--- config.mk ---
export PLATFORM = sky130hd
export DESIGN_NAME = uart_hex_reporter
export DESIGN_NICKNAME = d
export VERILOG_FILES = /design/src/rtl/uart_pkg.sv /design/src/rtl/nibble_to_ascii.sv /design/src/rtl/uart_hex_reporter.sv
export SDC_FILE = /design/constraint.sdc
export NUM_CORES = 1
export LEC_CHECK = 0
export ABC_CLOCK_PERIOD_IN_PS = 2000
export BUFFER_PORTS_ARGS = -buffer_cell sky130_fd_sc_hd__buf_4
export CELL_PAD_IN_SITES_DETAIL_PLACEMENT = 0
export CELL_PAD_IN_SITES_GLOBAL_PLACEMENT = 1
export CORE_UTILIZATION = 27
export CTS_CLUSTER_DIAMETER = 50
export DETAILED_ROUTE_END_ITERATION = 16
export HOLD_SLACK_MARGIN = 0.03
export PLACE_DENSITY = 0.68
export SLEW_MARGIN = 20
export SYNTH_ARGS = -nofsm -noshare
export SYNTH_HDL_FRONTEND = slang
export SYNTH_SLANG_ARGS = --single-unit
--- constraint.sdc ---
create_clock -name clk -period 2 [get_ports clk]
set_input_delay 0.4 -clock clk [delete_from_list [all_inputs] [get_ports clk]]
set_output_delay 0.4 -clock clk [all_outputs]
set_load 0.02 [all_outputs]
--- src/rtl/uart_pkg.sv ---
// uart_pkg: ASCII constants and reporter FSM states shared by the UART hex reporter.
package uart_pkg;
  localparam logic [7:0] ASCII_0  = 8'h30;
  localparam logic [7:0] ASCII_A  = 8'h41;
  localparam logic [7:0] ASCII_CR = 8'h0D;
  localparam logic [7:0] ASCII_LF = 8'h0A;
  typedef enum logic [1:0] {IDLE, LOAD, WAIT} state_t;
endpackage

--- src/rtl/nibble_to_ascii.sv ---
// nibble_to_ascii: one hex nibble to its uppercase ASCII digit.
module nibble_to_ascii
  import uart_pkg::*;
(
  input  logic [3:0] nibble,
  output logic [7:0] ascii
);
  always_comb ascii = (nibble <= 4'd9) ? ASCII_0 + {4'h0, nibble} : ASCII_A + {4'h0, nibble} - 8'd10;
endmodule

--- src/rtl/uart_hex_reporter.sv ---
// uart_hex_reporter: sends an accepted word as uppercase ASCII hex, MSB first,
// optionally followed by CR LF, one byte per transmitter start/finish handshake.
module uart_hex_reporter
  import uart_pkg::*;
#(
  parameter int WORD_WIDTH = 32,
  parameter bit TERMINATE  = 1'b1
) (
  input  logic                  clk,
  input  logic                  reset_n,
  input  logic [WORD_WIDTH-1:0] word_in,
  input  logic                  word_valid,
  output logic                  word_ready,
  output logic [7:0]            tx_data,
  output logic                  tx_start,
  input  logic                  tx_finish,
  output logic                  busy
);
  localparam int NIBBLES = WORD_WIDTH / 4;
  localparam int IW = $clog2(NIBBLES + 2);
  localparam logic [IW-1:0] LAST   = IW'(TERMINATE ? NIBBLES + 1 : NIBBLES - 1);
  localparam logic [IW-1:0] DIGITS = IW'(NIBBLES);
  state_t state, state_n;
  logic [IW-1:0] index, index_n;
  logic [WORD_WIDTH-1:0] word_q, word_n;
  logic [7:0] digit;
  // The word register shifts left per digit, so the current nibble is always on top.
  nibble_to_ascii u_digit (.nibble(word_q[WORD_WIDTH-1 -: 4]), .ascii(digit));
  always_ff @(posedge clk) begin
    if (!reset_n) begin
      state  <= IDLE;
      index  <= '0;
      word_q <= '0;
    end else begin
      state  <= state_n;
      index  <= index_n;
      word_q <= word_n;
    end
  end
  always_comb begin
    state_n = state;
    index_n = index;
    word_n  = word_q;
    case (state)
      IDLE: if (word_valid) begin
        state_n = LOAD;
        index_n = '0;
        word_n  = word_in;
      end
      LOAD: state_n = WAIT;
      WAIT: if (tx_finish) begin
        state_n = (index == LAST) ? IDLE : LOAD;
        if (index != LAST) begin
          index_n = index + IW'(1);
          word_n  = word_q << 4;
        end
      end
      default: state_n = IDLE;
    endcase
    word_ready = reset_n && state == IDLE;
    busy       = state != IDLE;
    tx_start   = state == LOAD;
    tx_data    = (state == IDLE) ? 8'h00 : (index < DIGITS) ? digit : (index == DIGITS) ? ASCII_CR : ASCII_LF;
  end
endmodule
After elaboration in Yosys (flattened, before gate mapping). Cells that the tools add are included.

Output and inout bits: 11. Flip-flop bits (word level): 38. Word-level logic and storage cells: 39. Input port bits: 36.

Reduce and logical (&&, ||, !) cells: 6. Mux-type cells: 16. Magnitude comparators: 2. Equal/unequal tests: 8. $add $sub $neg: 4.

Operators by type and width (number): two-way mux 32 bit (3); one-hot mux 32 bit (2 select lines) (1); two-way mux 8 bit (3); two-way mux 4 bit (3); adder 7 x 4 -> 8 bit, first input constant (1); == test 4 bit, second input constant (2); one-hot mux 4 bit (2 select lines) (1); subtractor 8 x 4 -> 8 bit, second input constant (1); adder 6 x 4 -> 7 bit, first input constant (1); != test 2 bit, second input constant (3); one-hot mux 2 bit (3 select lines) (1); adder 4 x 1 -> 4 bit, second input constant (1); <= comparator 4 bit, second input constant (1); less-than comparator 4 bit, second input constant (1); two-way mux 2 bit (2); != test 4 bit, second input constant (1); AND reduction 4 bit (1); nonzero test 2 bit (2); two-way mux 3 bit (1); == test 2 x 1 -> 1 bit, second input constant (1); == test 2 bit, second input constant (1); zero test 2 bit (1); AND reduction 2 bit (1); logical AND 1 bit (1); two-way mux 1 bit (1).

Depth between registers and ports, before layout.
Depth after elaboration: 5. Gate-level depth with buffers: 7. Mapped depth without buffers: 5.

Hierarchy. A second synthesis with hierarchy kept.

Cells, all modules: 219. Area, all modules: 2062.0 um^2.

Modules (own cells, without submodules): uart_hex_reporter (seq. area each 760.7 um^2, cells an instance 204, times used 1, area an instance 1941.9 um^2); nibble_to_ascii (seq. area each 0.0 um^2, cells an instance 15, times used 1, area an instance 120.1 um^2).

Least setup slack after synthesis. OpenSTA, ideal clock, no wires.

Path kind: register to output. Start point: register state[1]. End point: output tx_data[1]. Data arrival time: 1573 ps. Cell stages (with the launch flop): 6. Buffers on the path: 1. Setup slack: 27 ps. Data required time: 1600 ps. Cell sequence: dfxtp_1 -> buf_2 -> nor2_1 -> inv_1 -> nand2_1 -> a211oi_1.

Word-level cells in the longest chain between the ends: 2.

RTL lines: start, declared (line uart_hex_reporter.sv:23) `state_t state, state_n;`; start signal, assigned (line uart_hex_reporter.sv:35) `state <= state_n;`; zero test 2 bit (line uart_hex_reporter.sv:63) `tx_data = (state == IDLE) ? 8'h00 : (index < DIGITS) ? digit : (index == DIGITS) ? ASCII_CR : ASCII_LF;`; two-way mux 8 bit (line uart_hex_reporter.sv:63); end, declared (line uart_hex_reporter.sv:14) `output logic [7:0] tx_data,`.

No other way between the ends.

Worst setup path after layout.
Start point: register word_q[28]. End point: output tx_data[0].

Word-level cells in the longest chain between the ends: 5. Elaborated cells on any way between the ends: 7. Classes of those cells: 3 x add/sub; 1 x order compare; 3 x mux.

RTL lines: start, declared (line uart_hex_reporter.sv:25) `logic [WORD_WIDTH-1:0] word_q, word_n;`; start signal, assigned (line uart_hex_reporter.sv:37) `word_q <= word_n;`; adder 7 x 4 -> 8 bit (line nibble_to_ascii.sv:8) `always_comb ascii = (nibble <= 4'd9) ? ASCII_0 + {4'h0, nibble} : ASCII_A + {4'h0, nibble} - 8'd10;`; subtractor 8 x 4 -> 8 bit (line nibble_to_ascii.sv:8); two-way mux 8 bit (*) (line nibble_to_ascii.sv:8); two-way mux 8 bit (*) (2 in series) (line uart_hex_reporter.sv:63).

Mark *: on every way between the ends. The rest lies on a longest branch, timed or not.

==> impl_metrics.ini <==
[final_layout]
drive_above_1_share_pct = 37.0
nets = 332
syn2layout_area_growth_pct = 27.6
final_util_pct = 35.8
nFillCells = 831
n_antenna_cell = 0

[routing]
wl_per_cell_um = 12.4
drt_iter0_drc = 71
vias = 1802
drt.antenna.violating_nets = 0
drc_errors = 0
routed_wl_um = 4870
firstDrtPassIters = 4
post_drt_via_cell_ratio = 4.57

[clock_tree]
clk_pin_slew_ns = 0.08
cts_root_buffer = clkbuf_8
h-tree-depth = 2
cts_tree = yes
clk_latency_ns = 0.29
cts_hold_buf = 0
cts.sink_count = 38
cts_made_buffers = 5
clockBufferDepth = 2

[hold_path]
hold_path_class = in2reg

[synth]
ys_seq_area_share_pct = 34.7
syn_avg_cell_area_um2 = 8.84
yosysWarnings = 0
syn_area_mm2 = 0.00219
synth-seq-cells = 38
synth_nets = 289
synth_cells = 248
yosys.cell_types.count = 40

[timing]
skew_ns = 0.00864
maxSlewViolCount = 0
hold_viol = 0
worstMarginPinSlew_ns = 0.537
setup_violations = 0
rsz0062_at_grt = yes
min_period_over_period_pct = 99.5
worst_slack_ns = 0.0107
relSlewSlack_pct = 64.2
finalCriticalPeriod_ns = 1.99
fmax_ghz = 0.503
whs_ns = 0.353

[pwr]
seqPwrFrac_pct = 44.7
combPwrFrac_pct = 23.0
cellPowerDensity_mw_per_mm2 = 679
clkPwrFrac_pct = 32.4
p_sw_mw = 0.514
internal_power_mw = 1.39
ir_worst_vdd_mv = 0.256
p_sw_share_pct = 27.1
p_leak_nw = 1.19

[worst_setup_path]
crit_path_max_incr_delay_ns = 0.42
crit_type = reg2out
startpoint_type = flop
cp_slowest_cell = a2111o_1
cp_top_family = compound AO/OA/AOI/OAI gates
critical_path_arrival_ns = 1.59
crit_chain = inv_4 > ha_4 > o21bai_4 > a2111o_1 > o221ai_2 > buf_4
crit_fanout = 4
required_ns = 1.60
end_kind = output pin
path_buf_inv = 2

[grt]
grt-ovfl-total = 0
grt_use_total_pct = 12.1
grt_pass1_vias = 1747
antenna_found_initial = 0
grt_max_degree = 58
grt_pass1_wl_um = 8230

[floorplanning]
dieArea_mm2 = 0.00848
die_w_um = 92.1
rows = 32
coreArea_mm2 = 0.00781
initial_utilization_pct = 28.1
fp.dieH_um = 92.1
pin_count = 47

[placed_design]
io_buffer_count = 45
gp_congestion = 0.781
dpl.hpwl_um = 3320
post-place-ws_ns = 0.163

[job]
maxCapViolCount = 0

[outcome]
status = finished clean
cell type report:
| type | count | area, um2 | share of cell area [%] |
|---|---|---|---|
| timing repair buffer | 54 | 405 | 14.5 |
| sequential | 38 | 771 | 27.5 |
| inverter | 9 | 38.8 | 1.39 |
| clock buffer | 8 | 110 | 3.94 |
| multi-input combinational | 183 | 1350 | 48.1 |
| tap | 102 | 128 | 4.56 |
tightest hold or removal path, delay by kind of cell:
| family | cells | cell delay, ns |
|---|---|---|
| buffers and inverters | 1 | 0.11 |
| and+or+nand+nor | 1 | 0.05 |
| AOI/OAI and AO/OA | 1 | 0.05 |
cells in the mapped netlist (all sizes together):
cell	count	share of area (%)
o311ai	1	0.40
a211oi	3	1.0
a21oi	10	2.5
a311o	1	0.46
clkinv	1	0.17
conb	1	0.17
mux2i	28	13
a2111o	1	0.51
nand4b	1	0.40
o211ai	5	1.7
nor3b	1	0.86
and3b	2	0.86
nor3	2	0.46
o21bai	1	0.34
or3	1	0.29
dfxtp	38	35
nand2b	1	0.29
nand3b	3	1.0
nor4	2	0.57
inv	8	1.4
nand3	4	0.91
o221ai	1	0.40
or3b	1	0.40
o21ai	1	0.23
nor2b	3	0.86
o311a	1	0.46
nor2	6	1.0
a31o	1	0.40
clkbuf	9	1.5
and2	1	0.29
a31oi	2	0.57
mux2	28	14
buf	9	3.7
ha	5	2.9
nand2	65	11
cell families after synthesis:
kind of cell               Yosys count  synth area share (%)
AOI/OAI and AO/OA                   28                  8.96
adders and majority gates            5                  2.85
buffers and inverters               27                  6.79
DFF                                 38                  34.7
muxes                               56                  27.2
other                                1                 0.171
and+or+nand+nor                     93                  19.3
path summary, 6_finish.rpt:
check	start	end	slack (ns)	depth (start not counted)
worst min-delay path	word_in[0]	word_q[0]	0.35	3
worst max register to register	state[1]	word_q[26]	0.32	5
worst min register to register	word_q[17]	word_q[17]	0.46	2
worst max-delay path	word_q[28]	tx_data[0]	0.01	6
metrics by stage:
| stage | setup TNS, ns | cells | total power [mW] | cell area (um2) |
|---|---|---|---|---|
| floorplan | 0 | 248 | 1.15 | 2190 |
| global placement | 0 | 383 | 1.27 | 2590 |
| detailed placement | 0 | 383 | 1.27 | 2590 |
| CTS | 0 | 392 | 1.91 | 2750 |
| global route | -0.0559 | 394 | 2.00 | 2800 |
| finish | 0 | 394 | 1.90 | 2800 |
power groups by stage:
stage | clock, mW | sequential, mW | combinational, mW
floorplan | 0 | 0.856 | 0.299
global placement | 0 | 0.862 | 0.408
detailed placement | 0 | 0.863 | 0.411
CTS | 0.639 | 0.848 | 0.426
global route | 0.665 | 0.856 | 0.482
finish | 0.615 | 0.848 | 0.436
cell usage in the layout, fill, tap and decap left out, types with 2 or more instances in the layout:
| master | Yosys | final |
|---|---|---|
| buf_4 | 6 | 54 |
| nand3b_1 | 3 | 3 |
| o211ai_1 | 5 | 5 |
| ha_1 | 5 | 3 |
| nand2_1 | 65 | 65 |
| ha_4 | 0 | 2 |
| mux2i_1 | 28 | 28 |
| dfxtp_1 | 38 | 34 |
| clkbuf_8 | 0 | 8 |
| a21oi_1 | 9 | 9 |
| dfxtp_4 | 0 | 2 |
| inv_1 | 8 | 6 |
| a31oi_1 | 2 | 2 |
| dfxtp_2 | 0 | 2 |
| mux2_2 | 28 | 28 |
| nor2b_1 | 3 | 3 |
| inv_4 | 0 | 2 |
| nor3_1 | 2 | 2 |
| nor4_1 | 2 | 2 |
| nand3_1 | 4 | 4 |
| nor2_1 | 6 | 5 |
| a211oi_2 | 0 | 2 |
registers in the layout, indices dropped and copies added, names as in the netlist:
| name | cells |
|---|---|
| index | 4 |
| state | 2 |
| word_q | 32 |
timing repair:
action	4_1_cts	5_1_grt
endpoints found under the hold margin	0	0
endpoints found under the setup margin	6	4
buffers inserted	1	2
gates resized for setup	12	8
pin swaps	2	3
layer usage:
metal / global-route usage [%] / routed length (um) / vias to the layer above
li1: - / - / 939
met1: 16.3 / 2370 / 827
met2: 18.7 / 2210 / 30
met3: 3.90 / 242 / 6
met4: 2.99 / 48 / 0
met5: 0 / 0 / -
No activity file was read; power rests on OpenSTA's default activity.
